--- config.mk ---
export PLATFORM = sky130hd
export DESIGN_NAME = roi_frame_sequencer
export DESIGN_NICKNAME = d
export VERILOG_FILES = /design/src/rtl/params_pkg.sv /design/src/rtl/roi_fifo.sv /design/src/rtl/roi_frame_sequencer.sv
export SDC_FILE = /design/constraint.sdc
export NUM_CORES = 1
export LEC_CHECK = 0
export ABC_CLOCK_PERIOD_IN_PS = 4000
export CAP_MARGIN = 5
export CORE_ASPECT_RATIO = 0.6
export CORE_MARGIN = 2
export CORE_UTILIZATION = 45
export CTS_CLUSTER_DIAMETER = 80
export DETAILED_ROUTE_END_ITERATION = 10
export GPL_TIMING_DRIVEN = 1
export MAX_ROUTING_LAYER = met4
export PLACE_DENSITY = 0.65
export SYNTH_ARGS = -nofsm -noshare
export SYNTH_HDL_FRONTEND = slang
export SYNTH_SLANG_ARGS = --single-unit
--- constraint.sdc ---
create_clock -name i_clk -period 4 [get_ports i_clk]
set_input_delay 1.2 -clock i_clk [delete_from_list [all_inputs] [get_ports i_clk]]
set_output_delay 1.2 -clock i_clk [all_outputs]
set_load 0.01 [all_outputs]
--- src/rtl/params_pkg.sv ---
// params_pkg: shared widths, counts and the frame-sequencer state encoding.
`default_nettype none

package params_pkg;

  localparam int NUM_QUBITS     = 4;
  localparam int QUBIT_ID_WIDTH = 3;
  localparam int ROI_BITS       = 9 * 8;
  localparam int ROI_FIFO_DEPTH = 8;

  typedef enum logic [2:0] {
    SEQ_IDLE,
    SEQ_ARMED,
    SEQ_CAPTURE,
    SEQ_DRAIN,
    SEQ_REPORT
  } seq_state_t;

endpackage

`default_nettype wire

--- src/rtl/roi_fifo.sv ---
// roi_fifo: synchronous first-word-fall-through buffer with a registered head.
`default_nettype none

module roi_fifo #(
  parameter int WIDTH = 8,
  parameter int DEPTH = 8
) (
  input  logic             clk,
  input  logic             rst,
  input  logic             push,
  input  logic [WIDTH-1:0] push_data,
  input  logic             pop,
  output logic [WIDTH-1:0] head,
  output logic             full,
  output logic             empty
);

  localparam int AW = $clog2(DEPTH);

  logic [WIDTH-1:0] mem [DEPTH];
  logic [AW:0]      wr_ptr;
  logic [AW:0]      rd_ptr;
  logic             do_pop;
  logic             do_push;

  // Extra pointer MSB distinguishes full from empty when the indices match.
  assign empty   = (wr_ptr == rd_ptr);
  assign full    = (wr_ptr[AW] != rd_ptr[AW]) && (wr_ptr[AW-1:0] == rd_ptr[AW-1:0]);
  assign do_pop  = pop && !empty;
  assign do_push = push && (!full || do_pop);
  assign head    = mem[rd_ptr[AW-1:0]];

  always_ff @(posedge clk) begin
    if (rst) begin
      wr_ptr <= '0;
      rd_ptr <= '0;
      for (int i = 0; i < DEPTH; i++) mem[i] <= '0;
    end else begin
      if (do_push) begin
        mem[wr_ptr[AW-1:0]] <= push_data;
        wr_ptr              <= wr_ptr + 1'b1;
      end
      if (do_pop) rd_ptr <= rd_ptr + 1'b1;
    end
  end

endmodule

`default_nettype wire

--- src/rtl/roi_frame_sequencer.sv ---
// roi_frame_sequencer: per-frame ROI capture control, buffering and status reporting.
`default_nettype none

module roi_frame_sequencer
  import params_pkg::*;
#(
  parameter int NUM_QUBITS     = params_pkg::NUM_QUBITS,
  parameter int FIFO_DEPTH     = params_pkg::ROI_FIFO_DEPTH,
  parameter int ROI_BITS       = params_pkg::ROI_BITS,
  parameter int QUBIT_ID_WIDTH = params_pkg::QUBIT_ID_WIDTH
) (
  input  logic                      i_clk,
  input  logic                      i_rst,
  input  logic                      i_arm,
  input  logic                      i_continuous,
  input  logic                      i_sync_fval,
  input  logic                      i_roi_we,
  input  logic [ROI_BITS-1:0]       i_roi_flat,
  input  logic [QUBIT_ID_WIDTH-1:0] i_roi_qubit,
  output logic                      o_roi_valid,
  input  logic                      i_roi_ready,
  output logic [ROI_BITS-1:0]       o_roi_flat,
  output logic [QUBIT_ID_WIDTH-1:0] o_roi_qubit,
  output logic                      o_frame_done,
  output logic [QUBIT_ID_WIDTH:0]   o_capture_count,
  output logic                      o_missing,
  output logic                      o_overflow,
  output logic                      o_busy
);

  localparam logic [QUBIT_ID_WIDTH:0] NUM_Q_W = (QUBIT_ID_WIDTH + 1)'(NUM_QUBITS);

  seq_state_t                          state;
  logic                                fval_q;
  logic [NUM_QUBITS-1:0]               seen;
  logic [QUBIT_ID_WIDTH:0]             count;
  logic                                ovf;
  logic                                fifo_full;
  logic                                fifo_empty;
  logic [ROI_BITS+QUBIT_ID_WIDTH-1:0]  fifo_head;
  logic                                fval_rise;
  logic                                fval_fall;
  logic                                pop;
  logic                                push_req;
  logic [NUM_QUBITS-1:0]               qubit_hot;
  logic                                is_new;

  assign fval_rise   = i_sync_fval & ~fval_q;
  assign fval_fall   = ~i_sync_fval & fval_q;
  assign o_roi_valid = ~fifo_empty;
  assign pop         = o_roi_valid & i_roi_ready;
  assign push_req    = i_roi_we && (state == SEQ_CAPTURE) && ({1'b0, i_roi_qubit} < NUM_Q_W);
  assign qubit_hot   = NUM_QUBITS'(1) << i_roi_qubit;
  assign is_new      = |(qubit_hot & ~seen);
  assign {o_roi_qubit, o_roi_flat} = fifo_head;

  // The FIFO itself refuses a push when full without a pop; ovf mirrors that decision.
  roi_fifo #(
    .WIDTH (ROI_BITS + QUBIT_ID_WIDTH),
    .DEPTH (FIFO_DEPTH)
  ) u_fifo (
    .clk       (i_clk),
    .rst       (i_rst),
    .push      (push_req),
    .push_data ({i_roi_qubit, i_roi_flat}),
    .pop       (pop),
    .head      (fifo_head),
    .full      (fifo_full),
    .empty     (fifo_empty)
  );

  always_ff @(posedge i_clk) begin
    if (i_rst) begin
      state           <= SEQ_IDLE;
      fval_q          <= 1'b0;
      seen            <= '0;
      count           <= '0;
      ovf             <= 1'b0;
      o_frame_done    <= 1'b0;
      o_capture_count <= '0;
      o_missing       <= 1'b0;
      o_overflow      <= 1'b0;
      o_busy          <= 1'b0;
    end else begin
      fval_q       <= i_sync_fval;
      o_frame_done <= 1'b0;

      if (push_req) begin
        seen <= seen | qubit_hot;
        if (is_new) count <= count + 1'b1;
        if (fifo_full && !pop) ovf <= 1'b1;
      end

      case (state)
        SEQ_IDLE: begin
          if (i_arm) state <= SEQ_ARMED;
        end
        SEQ_ARMED: begin
          if (fval_rise) begin
            state  <= SEQ_CAPTURE;
            o_busy <= 1'b1;
            seen   <= '0;
            count  <= '0;
            ovf    <= 1'b0;
          end else if (!i_arm) begin
            state <= SEQ_IDLE;
          end
        end
        SEQ_CAPTURE: begin
          if (fval_fall) state <= SEQ_DRAIN;
        end
        SEQ_DRAIN: begin
          // Status is registered on entry so it lines up with the REPORT cycle.
          if (fifo_empty) begin
            state           <= SEQ_REPORT;
            o_frame_done    <= 1'b1;
            o_capture_count <= count;
            o_missing       <= (count != NUM_Q_W);
            o_overflow      <= ovf;
          end
        end
        SEQ_REPORT: begin
          state  <= i_continuous ? SEQ_ARMED : SEQ_IDLE;
          o_busy <= 1'b0;
        end
        default: begin
          state  <= SEQ_IDLE;
          o_busy <= 1'b0;
        end
      endcase
    end
  end

endmodule

`default_nettype wire

==> run summary, run 1 <==
Among all flip-flop cells after synthesis, the most frequent one is sky130_fd_sc_hd__edfxtp_1. The height of the chip is around 200 um. Setup violations remaining at the end of the flow were counted as 0. The count of flip-flops with a built-in enable after synthesis came out at 600.

The tightest min-delay check is of the reg -> reg type. The number of buffer cells added on primary ports is approximately 170. The most common library cell in the layout ignoring fill and taps is sky130_fd_sc_hd__edfxtp_1. The fill cell total of the finished layout is between 4k and 5k.

The Yosys step of the flow raised 0 warnings. The first global-routing pass estimated 102000 um of wire. By area the synthesized netlist is led by sky130_fd_sc_hd__edfxtp_1 64%, sky130_fd_sc_hd__and2_1 13%, sky130_fd_sc_hd__mux4_2 12%.

The run finished with clean final reports. The power density normalized to cell area came out at 412 nW/um^2. The total iterations of the first detailed-routing run is 5. The core area came out at 62500 um^2. The final setup slack of the worst path is 0.0596 ns. The number of clock sinks came out at 632.

The number of nets in the final layout came out at around 2.0k. The share of the synthesized area in the top cell type came out at 0.637. The number of endpoints with negative hold slack in the final report is 0. STA classifies the critical path endpoint as an output pin. The sum of buffers and inverters on the critical path came out at 3. The worst hold slack is roughly 0.47 ns. The max-slew violation total from the final report is 0.

The initial cell density of the core came out at 0.453. The total die area came out at 65000 um^2. The top cell family by delay on the critical path is buffers and inverters. The number of CTS-inserted buffers is 59. The placed wire-length estimate came out at ~37000 um. The delay of the slowest cell on the worst path is 0.50 ns. The number of DRC markers after the initial detailed-route iteration came out at between 1k and 1.5k. The area overhead of the layout relative to synthesis came out at 18.4%. The most area-hungry cell type in the Yosys netlist is sky130_fd_sc_hd__edfxtp_1. The number of global-route vias before repair came out at 16.0k.

The CTS clock-pin slew for the worst setup and hold paths came out at 0.06 ns. The flip-flop and latch count after synthesis came out at 632. The standard-cell row count is slightly above 70. Total power for the finished layout comes to 13.8 mW. STA classifies the critical path startpoint as a flip-flop.

Dividing the detail-routed via count by the number of cells gives roughly 5.4. The endpoint identified for the worst register-to-register timing path is u_fifo.mem[7][44]. The count of max-cap constraint violations came out at 0. The worst setup slack before clock tree synthesis is 0.269 ns. The startpoint identified for the worst register-to-register timing path is u_fifo.wr_ptr[3]. Summing every instance area after synthesis gives 28300 um^2.

Clock latency on the worst-skew pair, taken at its later pin, is 0.64 ns. The data arrival time at the worst-slack endpoint came out at 2.74 ns. Setup repair after global routing could not meet its margin everywhere. The tree is rooted in a sky130_fd_sc_hd__clkbuf_16.

The initial antenna violation count is 3. The critical path ends at o_roi_flat[14]. The count of pins on the block boundary is 166. The ratio of cells with drive above 1 in the final layout came out at 0.212. The total number of cells along the worst setup path came out at 5.

The average size of a mapped cell is approximately 17 um^2. Setup slack on the worst reg-to-reg path comes out at between 1 and 1.5 ns. The maximum count of clock buffers along a single path is 3.

By instance count, the cell type seen most on the critical path is sky130_fd_sc_hd__buf_12. TritonCTS built the clock tree. The fraction of registers with async set or reset after synthesis came out at 0. After detailed routing, the total wire length is 68100 um. The highest ir drop seen on vdd came out at 0.000308 V. For this run the aggregate overflow at the end of global routing stands at 0. The critical-path maximum fanout is 12. The routed length per placed instance came out at 24.4 um. The horizontal die dimension came out at approximately 330 um. Leaving out fill and tap cells, the most frequent cells in the layout are 600 x sky130_fd_sc_hd__edfxtp_1, 593 x sky130_fd_sc_hd__and2_1, 151 x sky130_fd_sc_hd__mux4_2.

The count of nets left with antenna violations after detail routing is 0. The maximum clock skew at final layout is 0.0146 ns. The number of cells produced by synthesis is 1704.

The normalized max-slew margin is 0.287. The critical path is of the reg -> out type. The number of DRC violations after detailed routing came out at 0.

The largest individual stage delay along the critical path comes from the cell sky130_fd_sc_hd__mux4_2. The CTS H-tree depth is 2. The total number of vias came out at 15.1k. After clock tree synthesis, the flow added hold-fix buffers numbering 0.

The largest net degree at the start of global routing came out at 75. In the global route stage, overall resource usage came out at 0.221. The cell count of the worst reg-to-reg path is 5. The weighted congestion at the end of routability-driven global placement came out at approximately 0.76. The required time of the worst setup path came out at 2.80 ns.

The distinct cell type count of the synthesized netlist came out at 49. Traced cell by cell, the critical path runs through buf_12 -> buf_12 -> mux4_2 -> mux2_2 -> clkdlybuf4s50_1. The upper clock frequency limit came out at around 0.25 GHz. The clock period minus final worst setup slack is 3.94 ns. The leakage power figure is 12.0 nW. For this run, the register share of the synthesized area comes to 0.659. At the pin with the least slew margin, the transition time is 1.06 ns. The final worst-path cycle share came out at 0.985.
cells in the mapped netlist, types with 5 or more instances:
cell type / number
sky130_fd_sc_hd__or2_2: 8
sky130_fd_sc_hd__and2_1: 593
sky130_fd_sc_hd__edfxtp_1: 600
sky130_fd_sc_hd__nor2_1: 16
sky130_fd_sc_hd__clkbuf_2: 16
sky130_fd_sc_hd__clkbuf_1: 49
sky130_fd_sc_hd__nor2b_1: 8
sky130_fd_sc_hd__a21oi_1: 11
sky130_fd_sc_hd__buf_1: 17
sky130_fd_sc_hd__nand2_1: 6
sky130_fd_sc_hd__buf_4: 6
sky130_fd_sc_hd__mux4_2: 151
sky130_fd_sc_hd__dfxtp_1: 32
sky130_fd_sc_hd__a2111oi_4: 5
sky130_fd_sc_hd__buf_6: 26
sky130_fd_sc_hd__nand3_1: 7
sky130_fd_sc_hd__mux2_2: 78
sky130_fd_sc_hd__inv_1: 7
sky130_fd_sc_hd__a21bo_2: 5
worst min-delay path by stage:
| stage | to | start | cells after the start | slack, ns |
|---|---|---|---|---|
| after floorplan | seen[3] | seen[3] | 2 | 0.43 |
| after global placement | seen[0] | seen[0] | 1 | 0.44 |
| after detailed placement | seen[2] | seen[2] | 1 | 0.46 |
| after CTS | seen[2] | seen[2] | 1 | 0.47 |
| after global routing | seen[2] | seen[2] | 1 | 0.49 |
| final | seen[2] | seen[2] | 1 | 0.47 |
stage by stage:
stage	setup TNS, ns	utilization	cell area, um^2	instances
after global placement	0	0.503	31400	2663
after global routing	-0.00453	0.536	33500	2782
after CTS	-0.253	0.534	33400	2774
final	0	0.536	33500	2784
after floorplan	0	-	28300	1711
after detailed placement	0	0.503	31400	2663
where the power goes:
group / switching (mW) / total (mW) / leakage, nW / internal, mW
sequential: 0.0646 / 7.49 / 6.45 / 7.43
combinational: 0.394 / 0.744 / 4.64 / 0.351
clock: 2.50 / 5.57 / 0.890 / 3.07
flip-flops by register name, indices dropped and copies added (netlist names), named ones only:
| register | cells |
|---|---|
| u_fifo.rd_ptr | 4 |
| o_frame_done | 1 |
| o_overflow | 1 |
| ovf | 1 |
| o_missing | 1 |
| o_capture_count | 4 |
| fval_q | 1 |
| u_fifo.mem | 600 |
| o_busy | 1 |
| count | 4 |
| u_fifo.wr_ptr | 4 |
| state | 3 |
| seen | 4 |
per-layer routing:
layer  up-vias  GRT usage  part of all wire
li1       6720          -                 -
met1      7915      0.320              0.46
met2       396      0.334              0.47
met3        79     0.0342             0.055
met4         0     0.0481             0.015
met5         -          -                 0
logic make-up (layout without fill, tap and decap cells):
family | Yosys count | count (layout) | synth area share
flip-flops | 632 | 632 | 0.659
multiplexers | 232 | 232 | 0.152
buffers and inverters | 124 | 353 | 0.0250
other | 1 | 13 | 0.000132
AO/OA/AOI/OAI | 43 | 43 | 0.0148
XOR/XNOR | 6 | 6 | 0.00212
adder cells (fa/ha/maj) | 4 | 4 | 0.00177
AND/OR/NAND/NOR | 662 | 662 | 0.145
what timing repair did:
item	CTS	global route
setup buffers	6	4
resized for setup	20	20
cloned	1	1
setup endpoints to repair	70	26
area by class of cell:
cell class / instances / area (um^2) / area share
Inverter: 7 / 26.3 / 0.000784
Clock buffer: 74 / 1550 / 0.0464
Sequential cell: 632 / 18700 / 0.557
Tap cell: 839 / 1050 / 0.0313
Clock inverter: 30 / 298 / 0.00889
Multi-Input combinational cell: 955 / 9030 / 0.269
Antenna cell: 5 / 12.5 / 0.000373
Timing Repair Buffer: 242 / 2870 / 0.0855
No activity file was read; power rests on OpenSTA's default activity.
==> run 2: changes to the inputs <==
--- a/config.mk
+++ b/config.mk
@@ -5,7 +5,7 @@
 export SDC_FILE = /design/constraint.sdc
 export NUM_CORES = 1
 export LEC_CHECK = 0
-export ABC_CLOCK_PERIOD_IN_PS = 4000
+export ABC_CLOCK_PERIOD_IN_PS = 4500
 export CAP_MARGIN = 5
 export CORE_ASPECT_RATIO = 0.6
 export CORE_MARGIN = 2
@@ -14,7 +14,6 @@
 export DETAILED_ROUTE_END_ITERATION = 10
 export GPL_TIMING_DRIVEN = 1
 export MAX_ROUTING_LAYER = met4
-export PLACE_DENSITY = 0.65
 export SYNTH_ARGS = -nofsm -noshare
 export SYNTH_HDL_FRONTEND = slang
 export SYNTH_SLANG_ARGS = --single-unit
==> constraint.sdc (replaced) <==
create_clock -name i_clk -period 4.5 [get_ports i_clk]
set_input_delay 1.35 -clock i_clk [delete_from_list [all_inputs] [get_ports i_clk]]
set_output_delay 1.35 -clock i_clk [all_outputs]
set_load 0.01 [all_outputs]
==> run summary, run 2 (synthesis gave the netlist of run 1 again) <==
The aggregate global routing overflow came out at 0. The count of max-cap constraint violations came out at 0. The initial antenna violation count was 3. The die is 198 um tall. Derived from the worst setup path, the maximum achievable clock frequency is roughly 0.23 GHz. The number of cells upsized or downsized after cts came out at 0. The area overhead of the layout relative to synthesis came out at 16.6%.

The number of DRC violations after detailed routing came out at 0. Of all nets on the critical path, the largest fanout is 33. The first global-routing pass estimated ~100000 um of wire. Setup repair after global routing left no endpoint under its margin. The floorplan has 71 rows. The ratio of cells with drive above 1 in the final layout is 0.199. The post-CTS setup repair buffer count came out at 0. The total negative slack is 0 ns. The cell area after layout is 33000 um^2. TritonCTS built the clock tree.

The core region is 62500 um^2. The core occupancy in the finished layout is 0.528. The start-to-end type of the worst setup path is reg -> out. The routed length per placed instance came out at 23.8 um. Summed over all nets, the half-perimeter wirelength after detailed placement is 36900 um. The total die area came out at 65000 um^2. The sum of routed wire length over all layers came out at approximately 66000 um. The normalized max-slew margin came out at 0.276.

The number of nets in the final layout is 1953. The count of nets left with antenna violations after detail routing came out at 0. The power consumption is 12.1 mW.

In the finished design, the share of the clock period the worst path needs comes to 0.960. Leaving out fill and tap cells, the most frequent cells in the layout are 600 x sky130_fd_sc_hd__edfxtp_1, 593 x sky130_fd_sc_hd__and2_1, 165 x sky130_fd_sc_hd__clkdlybuf4s50_1. met2 is the most crowded layer.

The number of buffer cells added on primary ports is approximately 170. The worst hold slack is 0.467 ns. The global-route track usage on met3 is 0.0404. The CTS clock-pin slew for the worst setup and hold paths is 0.06 ns. The library cell used most frequently in the layout, excluding fill and tap cells, is sky130_fd_sc_hd__edfxtp_1. In this run the cell area measured after placement is between 30000 and 40000 um^2. For this block, the initial DRC count from the detailed router was ~1.1k.

The smallest clock period supported by the final layout is computed as 4.32 ns. The count of pins on the block boundary came out at roughly 170. The required time of the worst setup path is 3.15 ns. For this design the static power due to leakage is 11.6 nW. The highest ir drop seen on vdd came out at 0.000344 V.

The CTS H-tree depth is 2. The total routing resource utilization after global routing is 0.214. The pin slew with the least headroom to its limit is 1.08 ns. The number of clock sinks came out at between 600 and 700. The maximum clock skew at final layout came out at 0.0134 ns.

The total iterations of the first detailed-routing run is 5. The flip-flop count of the largest register after layout came out at 600. The type of destination of the critical path is an output pin. The number of setup violations in the final report came out at 0. The total number of vias is about 15k.

The maximum count of clock buffers along a single path came out at 3. The number of endpoints with negative hold slack in the final report came out at 0. The largest net degree at the start of global routing came out at 75. The critical path startpoint category is a flip-flop. The number of CTS-inserted buffers is 60.

The flow ran to the end, and the final reports show no timing, DRC or antenna violations. The global routing met1 resource utilization came out at 0.306. The number of global-route vias before repair came out at 15.9k. The power density normalized to cell area came out at 366 nW/um^2. The clock latency on the worst-skew pair is 0.62 ns. The met2 routing resource usage after global routing is 0.322.

The path class of the tightest hold or removal check is reg -> reg. The max-slew violation total from the final report came out at 0. The total of hold buffers inserted after clock tree synthesis is 0. The weighted congestion at the end of routability-driven global placement is 0.740. Clock tree synthesis selected as its root buffer the cell sky130_fd_sc_hd__clkbuf_16.

The detail-routed via count per cell came out at 5.36. The horizontal die dimension came out at 328 um. The initial utilization of the core area, before any placement, comes to 0.453. STA puts the critical path data arrival time at roughly 3.0 ns. The register with the most flip-flops in the final layout is u_fifo.mem.
-- run 2: worst paths after layout --
check / from / endpoint / slack, ns / cells past startpoint
setup / recovery: flip-flop / o_roi_flat[40] / 0.18 / 5
hold / removal: seen[2] / seen[2] / 0.47 / 1
setup reg to reg: u_fifo.rd_ptr[3] / u_fifo.mem[7][55] / 1.78 / 5
hold reg to reg: seen[2] / seen[2] / 0.47 / 1
-- run 2: layout make-up --
class	count	area (um^2)
inverter	7	26.3
antenna	5	12.5
clock inverter	32	235
sequential	632	18700
timing repair buffer	211	2410
multi-input combinational	955	9030
clock buffer	77	1570
fill	4992	29500
tap	839	1050
-- run 2: stage by stage --
step / std cells / worst slack (ns)
global route: 2754 / 0.0657
detailed placement: 2644 / 0.504
global placement: 2644 / 0.511
CTS: 2753 / 0.130
floorplan: 1711 / 0.452
finish: 2758 / 0.180
-- run 2: critical path, stage by stage (launching register included) --
cell	delay [ns]
sky130_fd_sc_hd__dfxtp_4	0.39
sky130_fd_sc_hd__buf_12	0.29
sky130_fd_sc_hd__buf_4	0.27
sky130_fd_sc_hd__mux4_2	0.50
sky130_fd_sc_hd__mux2_2	0.36
sky130_fd_sc_hd__clkdlybuf4s50_1	0.51
-- run 2: power by group --
group	internal [mW]	switching (mW)	total, mW	leakage [nW]
Clock	2.61	2.17	4.79	0.878
Combinational	0.299	0.345	0.644	4.22
Sequential	6.61	0.0566	6.66	6.45
-- run 2: metal layers --
metal  part of all wire  routed length (um)  vias up
li1                   -                   -     6656
met1               0.47               31100     7698
met2               0.45               29900      355
met3              0.057                3760       76
met4              0.014                 926        0
met5                  0                   0        -
